File: config.mk
export PLATFORM = sky130hd
export DESIGN_NAME = gray2bin_stream
export DESIGN_NICKNAME = d
export VERILOG_FILES = /design/src/rtl/gray_pkg.sv /design/src/rtl/gray2bin.sv /design/src/rtl/gray2bin_stream.sv
export SDC_FILE = /design/constraint.sdc
export NUM_CORES = 1
export LEC_CHECK = 0
export CAP_MARGIN = 15
export CELL_PAD_IN_SITES_DETAIL_PLACEMENT = 1
export CELL_PAD_IN_SITES_GLOBAL_PLACEMENT = 2
export CORE_ASPECT_RATIO = 0.75
export CORE_MARGIN = 5
export CORE_UTILIZATION = 14
export DETAILED_ROUTE_END_ITERATION = 12
export PLACE_DENSITY_LB_ADDON = 0.05
export SYNTH_ARGS = -nofsm -noshare
export SYNTH_HDL_FRONTEND = slang
export SYNTH_SLANG_ARGS = --single-unit
File: constraint.sdc
create_clock -name clk_i -period 1.1 [get_ports clk_i]
set_input_delay 0.275 -clock clk_i [delete_from_list [all_inputs] [get_ports clk_i]]
set_output_delay 0.275 -clock clk_i [all_outputs]
set_load 0.02 [all_outputs]
File: src/rtl/gray_pkg.sv
// -----------------------------------------------------------------------------
// gray_pkg
//   Shared definitions for the Gray-code blocks (bin2gray, gray2bin,
//   gray2bin_stream).
//   - gray_default_width_c : default Gray/binary word width.
//   - gray_max_width_c     : widest word the helper function handles.
//   - gray_mon_state_e     : step-monitor states {EMPTY, TRACK}.
//   - gray2bin_f           : Gray-to-binary decode, bounded by a width arg.
// -----------------------------------------------------------------------------
package gray_pkg;

  localparam int gray_default_width_c = 5;
  localparam int gray_max_width_c     = 32;

  typedef enum logic [0:0] {
    EMPTY = 1'b0,
    TRACK = 1'b1
  } gray_mon_state_e;

  // Each binary bit is the XOR of every Gray bit at or above it. Bits at or
  // above 'width' are left zero, so callers zero-extend narrower words.
  function automatic logic [gray_max_width_c-1:0] gray2bin_f(
    input logic [gray_max_width_c-1:0] gray,
    input int                          width
  );
    logic [gray_max_width_c-1:0] bin;
    logic                        acc;
    // NOTE: function locals are plain variables, so blocking '=' is correct
    // here; only clocked state in always_ff uses '<='.
    bin = '0;
    acc = 1'b0;
    for (int i = gray_max_width_c - 1; i >= 0; i--) begin
      if (i < width) begin
        acc    = acc ^ gray[i];
        bin[i] = acc;
      end
    end
    return bin;
  endfunction

endpackage

File: src/rtl/gray2bin.sv
// -----------------------------------------------------------------------------
// gray2bin
//   Purely combinational Gray-to-binary decoder wrapping gray_pkg::gray2bin_f.
//   Reusable anywhere a Gray word needs decoding.
//   Parameters: width_p - word width (>= 2).
//   Ports:
//     gray_i [width_p-1:0] in  : Gray-coded word.
//     bin_o  [width_p-1:0] out : binary value of gray_i.
// -----------------------------------------------------------------------------
module gray2bin
  import gray_pkg::*;
#(
  parameter int width_p = gray_default_width_c
) (
  input  logic [width_p-1:0] gray_i,
  output logic [width_p-1:0] bin_o
);

  assign bin_o = width_p'(gray2bin_f(gray_max_width_c'(gray_i), width_p));

endmodule

File: src/rtl/gray2bin_stream.sv
// -----------------------------------------------------------------------------
// gray2bin_stream
//   Streaming Gray-to-binary decoder with ready/valid on both sides and a
//   single registered output stage (full-throughput pass-through).
//   Optional step monitor, enabled by defining GRAY2BIN_STREAM_MONITOR_EN:
//   flags any accepted sample that is not exactly one bit flip away from the
//   previously accepted sample and counts such events (saturating). With the
//   macro undefined, step_err_o and err_count_o are constant 0.
//
//   Parameters:
//     width_p         - Gray/binary word width (>= 2).
//     err_cnt_width_p - width of the saturating step-error counter.
//   Ports:
//     clk_i        in  : clock, rising edge.
//     reset_i      in  : synchronous active-high reset.
//     valid_i      in  : gray_i carries a sample.
//     gray_i       in  : Gray-coded sample.
//     ready_o      out : sample can be accepted this cycle.
//     valid_o      out : bin_o carries a decoded result.
//     bin_o        out : decoded binary value.
//     step_err_o   out : result failed the step check (qualified by valid_o).
//     ready_i      in  : downstream accepts the result.
//     err_count_o  out : step errors since reset, saturating.
// -----------------------------------------------------------------------------
module gray2bin_stream
  import gray_pkg::*;
#(
  parameter int width_p         = gray_default_width_c,
  parameter int err_cnt_width_p = 8
) (
  input  logic                       clk_i,
  input  logic                       reset_i,
  input  logic                       valid_i,
  input  logic [width_p-1:0]         gray_i,
  output logic                       ready_o,
  output logic                       valid_o,
  output logic [width_p-1:0]         bin_o,
  output logic                       step_err_o,
  input  logic                       ready_i,
  output logic [err_cnt_width_p-1:0] err_count_o
);

  logic               accept;
  logic [width_p-1:0] bin_dec;
  logic               step_err_next;

  // The output register can take a new word when empty, or when its current
  // word leaves this same cycle.
  assign ready_o = ~valid_o | ready_i;
  assign accept  = valid_i & ready_o;

  gray2bin #(
    .width_p (width_p)
  ) u_gray2bin (
    .gray_i (gray_i),
    .bin_o  (bin_dec)
  );

`ifdef GRAY2BIN_STREAM_MONITOR_EN

  localparam logic [0:0] ST_EMPTY = EMPTY;
  localparam logic [0:0] ST_TRACK = TRACK;

  logic [0:0]                 mon_state;
  logic [width_p-1:0]         prev_gray;
  logic [err_cnt_width_p-1:0] err_cnt;
  logic [width_p-1:0]         diff;
  logic                       one_step;

  // Exactly one differing bit <=> diff is non-zero and a power of two.
  always_comb begin
    // NOTE: every always_comb output gets a default first so no path leaves
    // it unassigned; that is what keeps a latch from being inferred.
    diff          = gray_i ^ prev_gray;
    one_step      = (diff != '0) && ((diff & (diff - 1'b1)) == '0);
    step_err_next = 1'b0;
    if (mon_state == ST_TRACK) begin
      step_err_next = ~one_step;
    end
  end

  always_ff @(posedge clk_i) begin
    if (reset_i) begin
      mon_state <= ST_EMPTY;
      prev_gray <= '0;
      err_cnt   <= '0;
    end else if (accept) begin
      mon_state <= ST_TRACK;
      prev_gray <= gray_i;
      if (step_err_next && !(&err_cnt)) begin
        err_cnt <= err_cnt + 1'b1;
      end
    end
  end

  assign err_count_o = err_cnt;

`else

  assign step_err_next = 1'b0;
  assign err_count_o   = '0;

`endif

  // Output stage: load on accept, otherwise a drained word just drops valid.
  // bin_o/step_err_o keep their value until the next accept.
  always_ff @(posedge clk_i) begin
    if (reset_i) begin
      valid_o    <= 1'b0;
      bin_o      <= '0;
      step_err_o <= 1'b0;
    end else if (accept) begin
      valid_o    <= 1'b1;
      bin_o      <= bin_dec;
      step_err_o <= step_err_next;
    end else if (ready_i) begin
      valid_o    <= 1'b0;
    end
  end

endmodule

==> metrics.md, run 1 <==
| Metric | Value |
|---|---|
| Run status | `finished with violations` |
| Violated checks | `setup timing` |
| # nets final | `78` |
| Pwr Density | `1184 nW/um^2` |
| Pre-CTS WS | `-0.6469 ns` |
| Clk pin slew, worst setup/hold paths | `0.05 ns` |
| Initial antenna violation count | `0` |
| CTS hold repair buffers | `0` |
| DP Wirelength | `811 um` |
| Core Rows | `15` |
| Violation count after the first detailed-route iteration | `1` |
| H-tree depth | `1` |
| Die Height | `52.62 um` |
| Endpoints failing setup | `1` |
| I/O Buffers | `15` |
| RSZ-0062 raised after global routing | `true` |
| Die area | `3516 um^2` |
| Number of routed nets with antenna violations | `0` |
| Most frequent cells in the layout | `buf_4 (10), conb_1 (9), dfxtp_1 (5), buf_2 (5)` |
| Final worst-path cycle share | `106.5%` |
| CTS Buf Count | `3` |
| Storage element area | `123.9 um^2` |
| Fin. Hold Viols | `0` |
| Yosys top cell area share | `35.42%` |
| Vias in the first global route | `383` |
| Worst Path Class, Setup | `flip-flop to flip-flop` |
| DR vias | `343` |
| Clock sinks | `6` |
| Post-synthesis sequential area ratio | `35.42%` |
| Commonest non-fill, non-tap cell in the layout | `buf_4` |
| Proportion of layout cells with a drive suffix above 1 | `50.00%` |
| Die X | `66.83 um` |
| CP Cell Sequence | `nand2b_4 -> buf_6 -> nand2_4 -> or4_4 -> nand3_2` |
| Ys Warns | `0` |
| Worst hold path class | `input pin to flip-flop` |
| Max cap viols | `0` |
| Global-route wire length before repair | `1718 um` |
| Total power | `733.0 uW` |
| Clk buf depth | `2` |
| Setup TNS | `-0.07138 ns` |
| CTS tree | `built` |
| Crit. End Element | `flip-flop` |
| Post-Synthesis Cells | `40` |
| Latest clock arrival within the worst-skew pair | `0.26 ns` |
| Global Route Usage Sum | `7.175%` |
| Core Region | `2308 um^2` |
| Worst Path Required | `1.29 ns` |
| Post-synth top area cell | `dfxtp_1` |
| Area Overhead vs Synth | `82.66%` |
| Worst vdd ir | `0.2458 mV` |
| GR Overflow Total | `0` |
| RePlAce Congestion | `0.5780` |
| Leak pwr | `0.3076 nW` |
| Yosys cell types | `17` |
| Fillers | `286` |
| Crit path max fanout | `3` |
| Critical path's slowest cell | `or4_4` |
| Root Buffer | `clkbuf_4` |
| #FFs+latches synth | `6` |
| Total wire length | `1082 um` |
| CP arrival | `1.36 ns` |
| Largest net degree at the start of global routing | `8` |
| Avg Cell Area, Syn | `8.477 um^2` |
| Area of the multi-input gates | `227.7 um^2` |
| Max Freq | `853.7 MHz` |
| WL/cell | `10.61 um` |
| Slew Viols, Final | `0` |
| Final WS setup | `-0.07138 ns` |
| IO Pins | `25` |
| Synth area leaders | `dfxtp_1 (35%), buf_4 (20%), xnor2_1 (7.7%)` |
| Largest delay share family, worst path | `simple AND/OR/NAND/NOR gates` |
| Startpoint types | `flip-flop` |
| Min Tclk post-route | `1.171 ns` |
| Diode count | `0` |
| 1st-pass router iterations | `2` |
| WP buf/inv | `1` |
| Post-route DRC | `0` |
| Initial core utilization | `14.69%` |
| Vias/cell | `3.363` |
| Clock skew | `0.009952 ns` |
| Mapped cell area | `339.1 um^2` |
| Max incr delay on CP | `0.47 ns` |
==> cell families (layout without fill, tap and decap cells) <==
kind of cell | Yosys count | count (layout) | synth area share (%)
DFF | 6 | 6 | 35.43
AOI/OAI and AO/OA | 5 | 5 | 8.853
xor gates and xnor gates | 4 | 4 | 12.55
other | 1 | 9 | 1.106
buffers and inverters | 11 | 31 | 22.14
and+or+nand+nor | 13 | 13 | 19.93
==> registers in the layout (all words and copies together) (netlist names) <==
| name | flops |
|---|---|
| bin_o | 5 |
| valid_o | 1 |
==> layer usage <==
layer	share of wire [%]	up-vias	routed length [um]	GRT usage, %
li1	-	168	-	-
met1	33	154	361	6.076
met2	54	17	588	12.66
met3	8.9	4	96	3.433
met4	3.3	0	36	6.081
met5	0	-	0	0
==> power by group <==
group | total (mW) | switching [mW] | internal, mW
sequential | 0.246 | 0.0102 | 0.236
clock | 0.233 | 0.0943 | 0.138
combinational | 0.254 | 0.132 | 0.122
==> through the flow <==
step           cells  cell area [um^2]  util [%]  hold slack, ns
2_1_floorplan     48             384.1         -          0.3344
3_3_place_gp      95             564.3     24.44          0.4464
3_5_place_dp      95             564.3     24.44          0.4539
4_1_cts          102             606.8     26.29          0.4402
5_1_grt          102             619.3     26.83          0.4274
6_report         102             619.3     26.83          0.4237
==> worst register-to-register path: stages (launching register included) <==
cell and delay [ns]:
dfxtp_4 0.34, nand2b_4 0.07, buf_6 0.11, nand2_4 0.04, or4_4 0.47, nand3_2 0.07
==> worst paths after layout <==
kind,start,to,slack [ns],depth (start not counted)
setup / recovery,valid_o,bin_o[0],-0.07,5
hold / removal,gray_i[4],bin_o[4],0.42,4
setup reg to reg,valid_o,bin_o[0],-0.07,5
hold reg to reg,bin_o[2],bin_o[2],0.46,2
==> area by class of cell <==
type                            count  area share, %
Clock buffer                        4          4.242
Inverter                            1         0.6061
Multi-Input combinational cell     31          36.77
Sequential cell                     6          20.00
Tap cell                           34          6.869
Timing Repair Buffer               26          31.52
==> Yosys cell counts (all sizes together) <==
master / count
xnor2: 4
buf: 9
nand4b: 1
a211oi: 2
a21oi: 3
conb: 1
nor2: 2
nand2: 5
nand2b: 1
nand3: 1
or4: 1
and2: 1
dfxtp: 6
inv: 1
clkbuf: 1
nand3b: 1
==> what timing repair did <==
item	CTS	global route
gates resized for setup	37	14
buffers inserted	3	0
hold endpoints to repair	0	0
setup endpoints to repair	12	6
pin swaps	6	4
Note: power is estimated with default switching activity, not from simulation.
==> run 2, diff against run 1 <==
Settings changed: CORE_UTILIZATION 14 to 16, PLACE_DENSITY_LB_ADDON 0.05 to 0.1.
Clock period 1.1 ns to 1.23 ns, I/O delays scaled along.
==> metrics.md, run 2 (same netlist as run 1, synthesis figures left out) <==
| Metric | Value |
|---|---|
| Run status | `finished clean` |
| Core Rows | `14 (-1)` |
| RePlAce Congestion | `0.6044 (+4.6%)` |
| Setup TNS | `0 ns (+0.07138 ns)` |
| Largest Register | `bin_o` |
| Crit. End Element | `output port` |
| Worst hold path class | `flip-flop to flip-flop` |
| IO Pins | `25 (unchanged)` |
| Clock skew | `0.0007538 ns (-0.009198 ns)` |
| Global Route Usage Sum | `5.991% (-1.2 points)` |
| Hold Startpoint | `bin_o[4]` |
| Fillers | `240 (-16%)` |
| Latest clock arrival within the worst-skew pair | `0.25 ns (about the same)` |
| Final Util | `27.27% (+0.44 points)` |
| Global-route wire length before repair | `1428 um (-17%)` |
| Violation count after the first detailed-route iteration | `5 (+4)` |
| Max Freq | `847.8 MHz` |
| Crit path max fanout | `2 (-1)` |
| Startpoint types | `flip-flop` |
| Commonest non-fill, non-tap cell in the layout | `conb_1` |
| Area Overhead vs Synth | `61.99%` |
| Most frequent cells in the layout | `conb_1 (9), buf_4 (7), dlygate4sd2_1 (6), dfxtp_1 (5), nand2_1 (4)` |
| CP Cell Sequence | `clkdlybuf4s15_1` |
| Worst vdd ir | `0.3385 mV (+38%)` |
| CTS Buf Count | `3 (unchanged)` |
| Reg-to-reg endpoint | `bin_o[0]` |
| Core Region | `2014 um^2 (-13%)` |
| WL/cell | `10.02 um (-5.5%)` |
| Reg2Reg Setup Slack | `0.09 ns (+0.16 ns)` |
| DP Wirelength | `748.5 um (-7.7%)` |
| Post-route DRC | `0 (unchanged)` |
| Critical path depth | `1 (-4)` |
| Die X | `63.16 um (-5.5%)` |
| WP buf/inv | `1 (unchanged)` |
| Final worst-path cycle share | `95.90%` |
| Largest net degree at the start of global routing | `8 (unchanged)` |
| Proportion of layout cells with a drive suffix above 1 | `31.25% (-19 points)` |
| Area of the multi-input gates | `183.9 um^2 (-19%)` |
| Vias in the first global route | `316 (-17%)` |
| Min Tclk post-route | `1.180 ns` |
| Vias/cell | `3.614 (+7.5%)` |
| Clock sinks | `6 (unchanged)` |
| 1st-pass router iterations | `4 (+2)` |
| CTS tree | `built` |
| FF-to-FF Start | `valid_o` |
| Number of routed nets with antenna violations | `0 (unchanged)` |
| Max incr delay on CP | `0.32 ns (-0.15 ns)` |
| H-tree depth | `1 (unchanged)` |
| Storage element area | `121.4 um^2 (-2.0%)` |
| Initial antenna violation count | `0 (unchanged)` |
| Die Height | `49.87 um (-5.2%)` |
| Top Registers | `bin_o (5), valid_o (1)` |
| Max cap viols | `0 (unchanged)` |
| RSZ-0062 raised after global routing | `false` |
| Critical path's slowest cell | `dfxtp_1` |
| Pwr Density | `1087 nW/um^2 (-8.2%)` |
| Total wire length | `882 um (-18%)` |
| CP arrival | `0.87 ns (-0.49 ns)` |
| Die area | `3149 um^2 (-10%)` |
| Clk pin slew, worst setup/hold paths | `0.05 ns (about the same)` |
| Worst Path Class, Setup | `flip-flop to output port` |
| GR Overflow Total | `0 (unchanged)` |
| Hold WS | `0.4518 ns (+0.02809 ns)` |
| Hold Crit Depth | `2 (-2)` |
| CTS hold repair buffers | `0 (unchanged)` |
| Setup Buffers After CTS | `0 (-3)` |
| Hold Path Sink | `bin_o[4]` |
| Final WS setup | `0.05043 ns (+0.1218 ns)` |
| Slew Viols, Final | `0 (unchanged)` |
| Leak pwr | `0.2596 nW (-16%)` |
| Largest delay share family, worst path | `flip-flops` |
| DR vias | `318 (-7.3%)` |
| Pre-CTS WS | `-0.5639 ns (+0.08294 ns)` |
| Root Buffer | `clkbuf_4` |
| Fin. Hold Viols | `0 (unchanged)` |
| # nets final | `75 (-3.8%)` |
| Initial core utilization | `16.83% (+2.1 points)` |
| Clk buf depth | `2 (unchanged)` |
| Endpoints failing setup | `0 (-1)` |
| Max reg flops | `5 (unchanged)` |
| I/O Buffers | `15 (unchanged)` |
| Worst Path Required | `0.92 ns (-0.37 ns)` |
| FF-to-FF path depth | `5 (unchanged)` |
| Diode count | `0 (unchanged)` |
==> run 2: cell count changes in the layout (fill, tap and decap cells not counted), moves of 3 or more <==
cell	before	now
buf_2	5	1
xnor2_1	0	3
buf_4	10	7
dlygate4sd2_1	2	6
xnor2_2	4	1
==> run 2: worst max path at each step <==
stage	startpoint	end	slack, ns
5_1_grt	bin_o[3]	bin_o[3]	0.0001
6_report	bin_o[3]	bin_o[3]	0.05
3_5_place_dp	ready_i	ready_o	-0.56
2_1_floorplan	valid_o	bin_o[0]	0.02
4_1_cts	bin_o[3]	bin_o[3]	0.001
3_3_place_gp	ready_i	ready_o	-0.55
==> run 2: area by class of cell <==
class | instances | area share [%]
Multi-Input combinational cell | 31 | 33.49
Sequential cell | 6 | 22.10
Clock buffer | 3 | 4.100
Tap cell | 24 | 5.467
Timing Repair Buffer | 23 | 34.17
Inverter | 1 | 0.6834
==> run 2: repair_timing <==
action	CTS	global route
resized for setup	23	6
endpoints found under the hold margin	0	0
pin swaps	5	2
endpoints found under the setup margin	12	6
==> run 2: per-layer routing <==
metal / global-route usage, % / vias to the layer above / routed length [um]
met5: 0 / - / 0
li1: - / 161 / -
met1: 5.962 / 141 / 347
met2: 9.215 / 16 / 431
met3: 4.318 / 0 / 103
met4: 3.180 / 0 / 0
==> run 2: metrics by stage <==
stage / cells / power [mW] / area (um^2)
floorplan: 48 / 0.3442 / 376.6
global placement: 85 / 0.4319 / 545.5
detailed placement: 85 / 0.4322 / 545.5
CTS: 88 / 0.6155 / 560.5
global route: 88 / 0.6403 / 549.3
finish: 88 / 0.5969 / 549.3
==> run 2: tightest hold or removal path: cells and delay by family, from the launching register on <==
family,cells,cell delay [ns]
compound gates,1,0.05
simple gates,1,0.05
flops,1,0.30
==> run 2: power by group <==
part	internal [mW]	leakage, nW	switching [mW]
clock	0.111	0.0138	0.0783
combinational	0.0877	0.196	0.0989
sequential	0.212	0.0499	0.00876
==> run 3, diff against run 2 <==
Settings changed: GPL_TIMING_DRIVEN set to 0.
==> metrics.md, run 3 (same netlist as run 1, synthesis figures left out) <==
| Metric | Value |
|---|---|
| Most frequent cells in the layout | `buf_4 (11), conb_1 (9), dlygate4sd2_1 (7), dfxtp_1 (5), nand2_1 (4)` |
| Final WS setup | `0.04475 ns (-0.005678 ns)` |
| Worst Path Class, Setup | `input pin to flip-flop` |
| WL/cell | `9.935 um (-0.88%)` |
| Initial core utilization | `16.83% (unchanged)` |
| RePlAce Congestion | `0.5886 (-2.6%)` |
| Proportion of layout cells with a drive suffix above 1 | `38.24% (+7.0 points)` |
| # nets final | `79 (+5.3%)` |
| Root Buffer | `clkbuf_4` |
| Area Overhead vs Synth | `76.38%` |
| Endpoints failing setup | `0 (unchanged)` |
| Largest net degree at the start of global routing | `9 (+1)` |
| Max Freq | `843.7 MHz (-0.48%)` |
| Final Util | `29.69% (+2.4 points)` |
| CTS Buf Count | `3 (unchanged)` |
| Commonest non-fill, non-tap cell in the layout | `buf_4` |
| Final worst-path cycle share | `96.36% (+0.46 points)` |
| Global Route Usage Sum | `6.847% (+0.86 points)` |
| IO Pins | `25 (unchanged)` |
| Die area | `3149 um^2 (unchanged)` |
| Clk buf depth | `2 (unchanged)` |
| Slew Viols, Final | `0 (unchanged)` |
| Worst path most repeated cell | `xnor2_2` |
| Worst Path Required | `1.42 ns (+0.50 ns)` |
| CP arrival | `1.37 ns (+0.50 ns)` |
| Initial antenna violation count | `0 (unchanged)` |
| CTS tree | `built` |
| Clk pin slew, worst setup/hold paths | `0.05 ns (about the same)` |
| RSZ-0062 raised after global routing | `false` |
| Total power | `609.5 uW (+2.1%)` |
| Fin. Hold Viols | `0 (unchanged)` |
| Top Registers | `bin_o (5), valid_o (1)` |
| Worst vdd ir | `0.4524 mV (+34%)` |
| Number of routed nets with antenna violations | `0 (unchanged)` |
| Core Rows | `14 (unchanged)` |
| Run status | `finished clean` |
| Die Height | `49.87 um (unchanged)` |
| DP Wirelength | `716.7 um (-4.2%)` |
| Leak pwr | `0.2989 nW (+15%)` |
| Largest Register | `bin_o` |
| Crit path max fanout | `2 (unchanged)` |
| Crit. End Element | `flip-flop` |
| 1st-pass router iterations | `4 (unchanged)` |
| Pwr Density | `1019 nW/um^2 (-6.2%)` |
| Worst hold path class | `flip-flop to flip-flop` |
| Post-route DRC | `0 (unchanged)` |
| Max reg flops | `5 (unchanged)` |
| Critical path's slowest cell | `or4_1` |
| DR vias | `337 (+6.0%)` |
| Violation count after the first detailed-route iteration | `8 (+3)` |
| Total wire length | `914 um (+3.6%)` |
| Startpoint types | `input pin` |
| Vias/cell | `3.663 (+1.4%)` |
| Fillers | `244 (+1.7%)` |
| Vias in the first global route | `352 (+11%)` |
| CTS hold repair buffers | `0 (unchanged)` |
| H-tree depth | `1 (unchanged)` |
| Clock skew | `0.005890 ns (+0.005136 ns)` |
| Max cap viols | `0 (unchanged)` |
| Pre-CTS WS | `-0.5910 ns (-0.02704 ns)` |
| GR Overflow Total | `0 (unchanged)` |
| Global-route wire length before repair | `1628 um (+14%)` |
| Die X | `63.16 um (unchanged)` |
| CP Cell Sequence | `dlygate4sd2_1 -> xnor2_2 -> xnor2_2 -> or4_1 -> nand3_1` |
| Core Region | `2014 um^2 (unchanged)` |
| Diode count | `0 (unchanged)` |
| Max incr delay on CP | `0.40 ns (+0.08 ns)` |
| I/O Buffers | `15 (unchanged)` |
| Min Tclk post-route | `1.185 ns (+0.005678 ns)` |
| Latest clock arrival within the worst-skew pair | `0.25 ns (about the same)` |
| Clock sinks | `6 (unchanged)` |
## run 3: changes by cell type in the layout (fill, tap and decap cells not counted)
cell	delta
buf_4	+4
xnor2_1	-2
xnor2_2	+2
clkdlybuf4s50_1	-1
dlygate4sd2_1	+1
nand2_2	-1
nand2_4	+1
## run 3: timing repair
item,4_1_cts,5_1_grt
setup buffers,3,0
pin swaps,4,1
resized for setup,25,8
endpoints found under the hold margin,0,0
endpoints found under the setup margin,12,8
## run 3: cell type report
cell class / count / area, um^2 / area share [%]
Timing Repair Buffer: 18 / 148.9 / 24.90
Multi-Input combinational cell: 31 / 203.9 / 34.10
Buffer: 9 / 67.56 / 11.30
Tap cell: 24 / 30.03 / 5.021
Sequential cell: 6 / 121.4 / 20.29
Clock buffer: 3 / 22.52 / 3.766
Inverter: 1 / 3.754 / 0.6276
## run 3: where the power goes
group / leakage [nW] / switching (mW) / total [mW] / internal [mW]
logic: 0.235 / 0.107 / 0.206 / 0.0991
registers: 0.0499 / 0.00934 / 0.222 / 0.213
clock network: 0.0138 / 0.0711 / 0.181 / 0.110
total: 0.299 / 0.187 / 0.610 / 0.422
## run 3: critical path: cells and delay by family
family / cells / cell delay (ns)
xor gates and xnor gates: 2 / 0.31
and+or+nand+nor: 2 / 0.48
buffers and inverters: 1 / 0.27
## run 3: path summary, 6_finish.rpt
path	slack, ns	cells after the start	from	endpoint
hold reg to reg	0.46	2	bin_o[2]	bin_o[2]
setup / recovery	0.04	5	gray_i[2]	bin_o[0]
setup reg to reg	0.05	5	valid_o	bin_o[0]
hold / removal	0.46	2	bin_o[2]	bin_o[2]
## run 3: layer usage
layer / track usage (%) / vias to the layer above / routed length [um]
met5: 0 / - / 0
met2: 10.41 / 16 / 449
met1: 7.453 / 149 / 366
li1: - / 172 / -
met4: 3.180 / 0 / 0
met3: 4.318 / 0 / 98
## run 3: metrics by stage
| stage | cell area [um^2] | std cells | hold WS [ns] | TNS [ns] |
|---|---|---|---|---|
| 6_report | 598.1 | 92 | 0.4552 | 0 |
| 5_1_grt | 598.1 | 92 | 0.4854 | 0 |
| 4_1_cts | 610.6 | 93 | 0.4632 | 0 |
| 3_5_place_dp | 556.8 | 87 | 0.4615 | -2.722 |
| 3_3_place_gp | 556.8 | 87 | 0.4483 | -2.655 |
| 2_1_floorplan | 376.6 | 48 | 0.3766 | 0 |
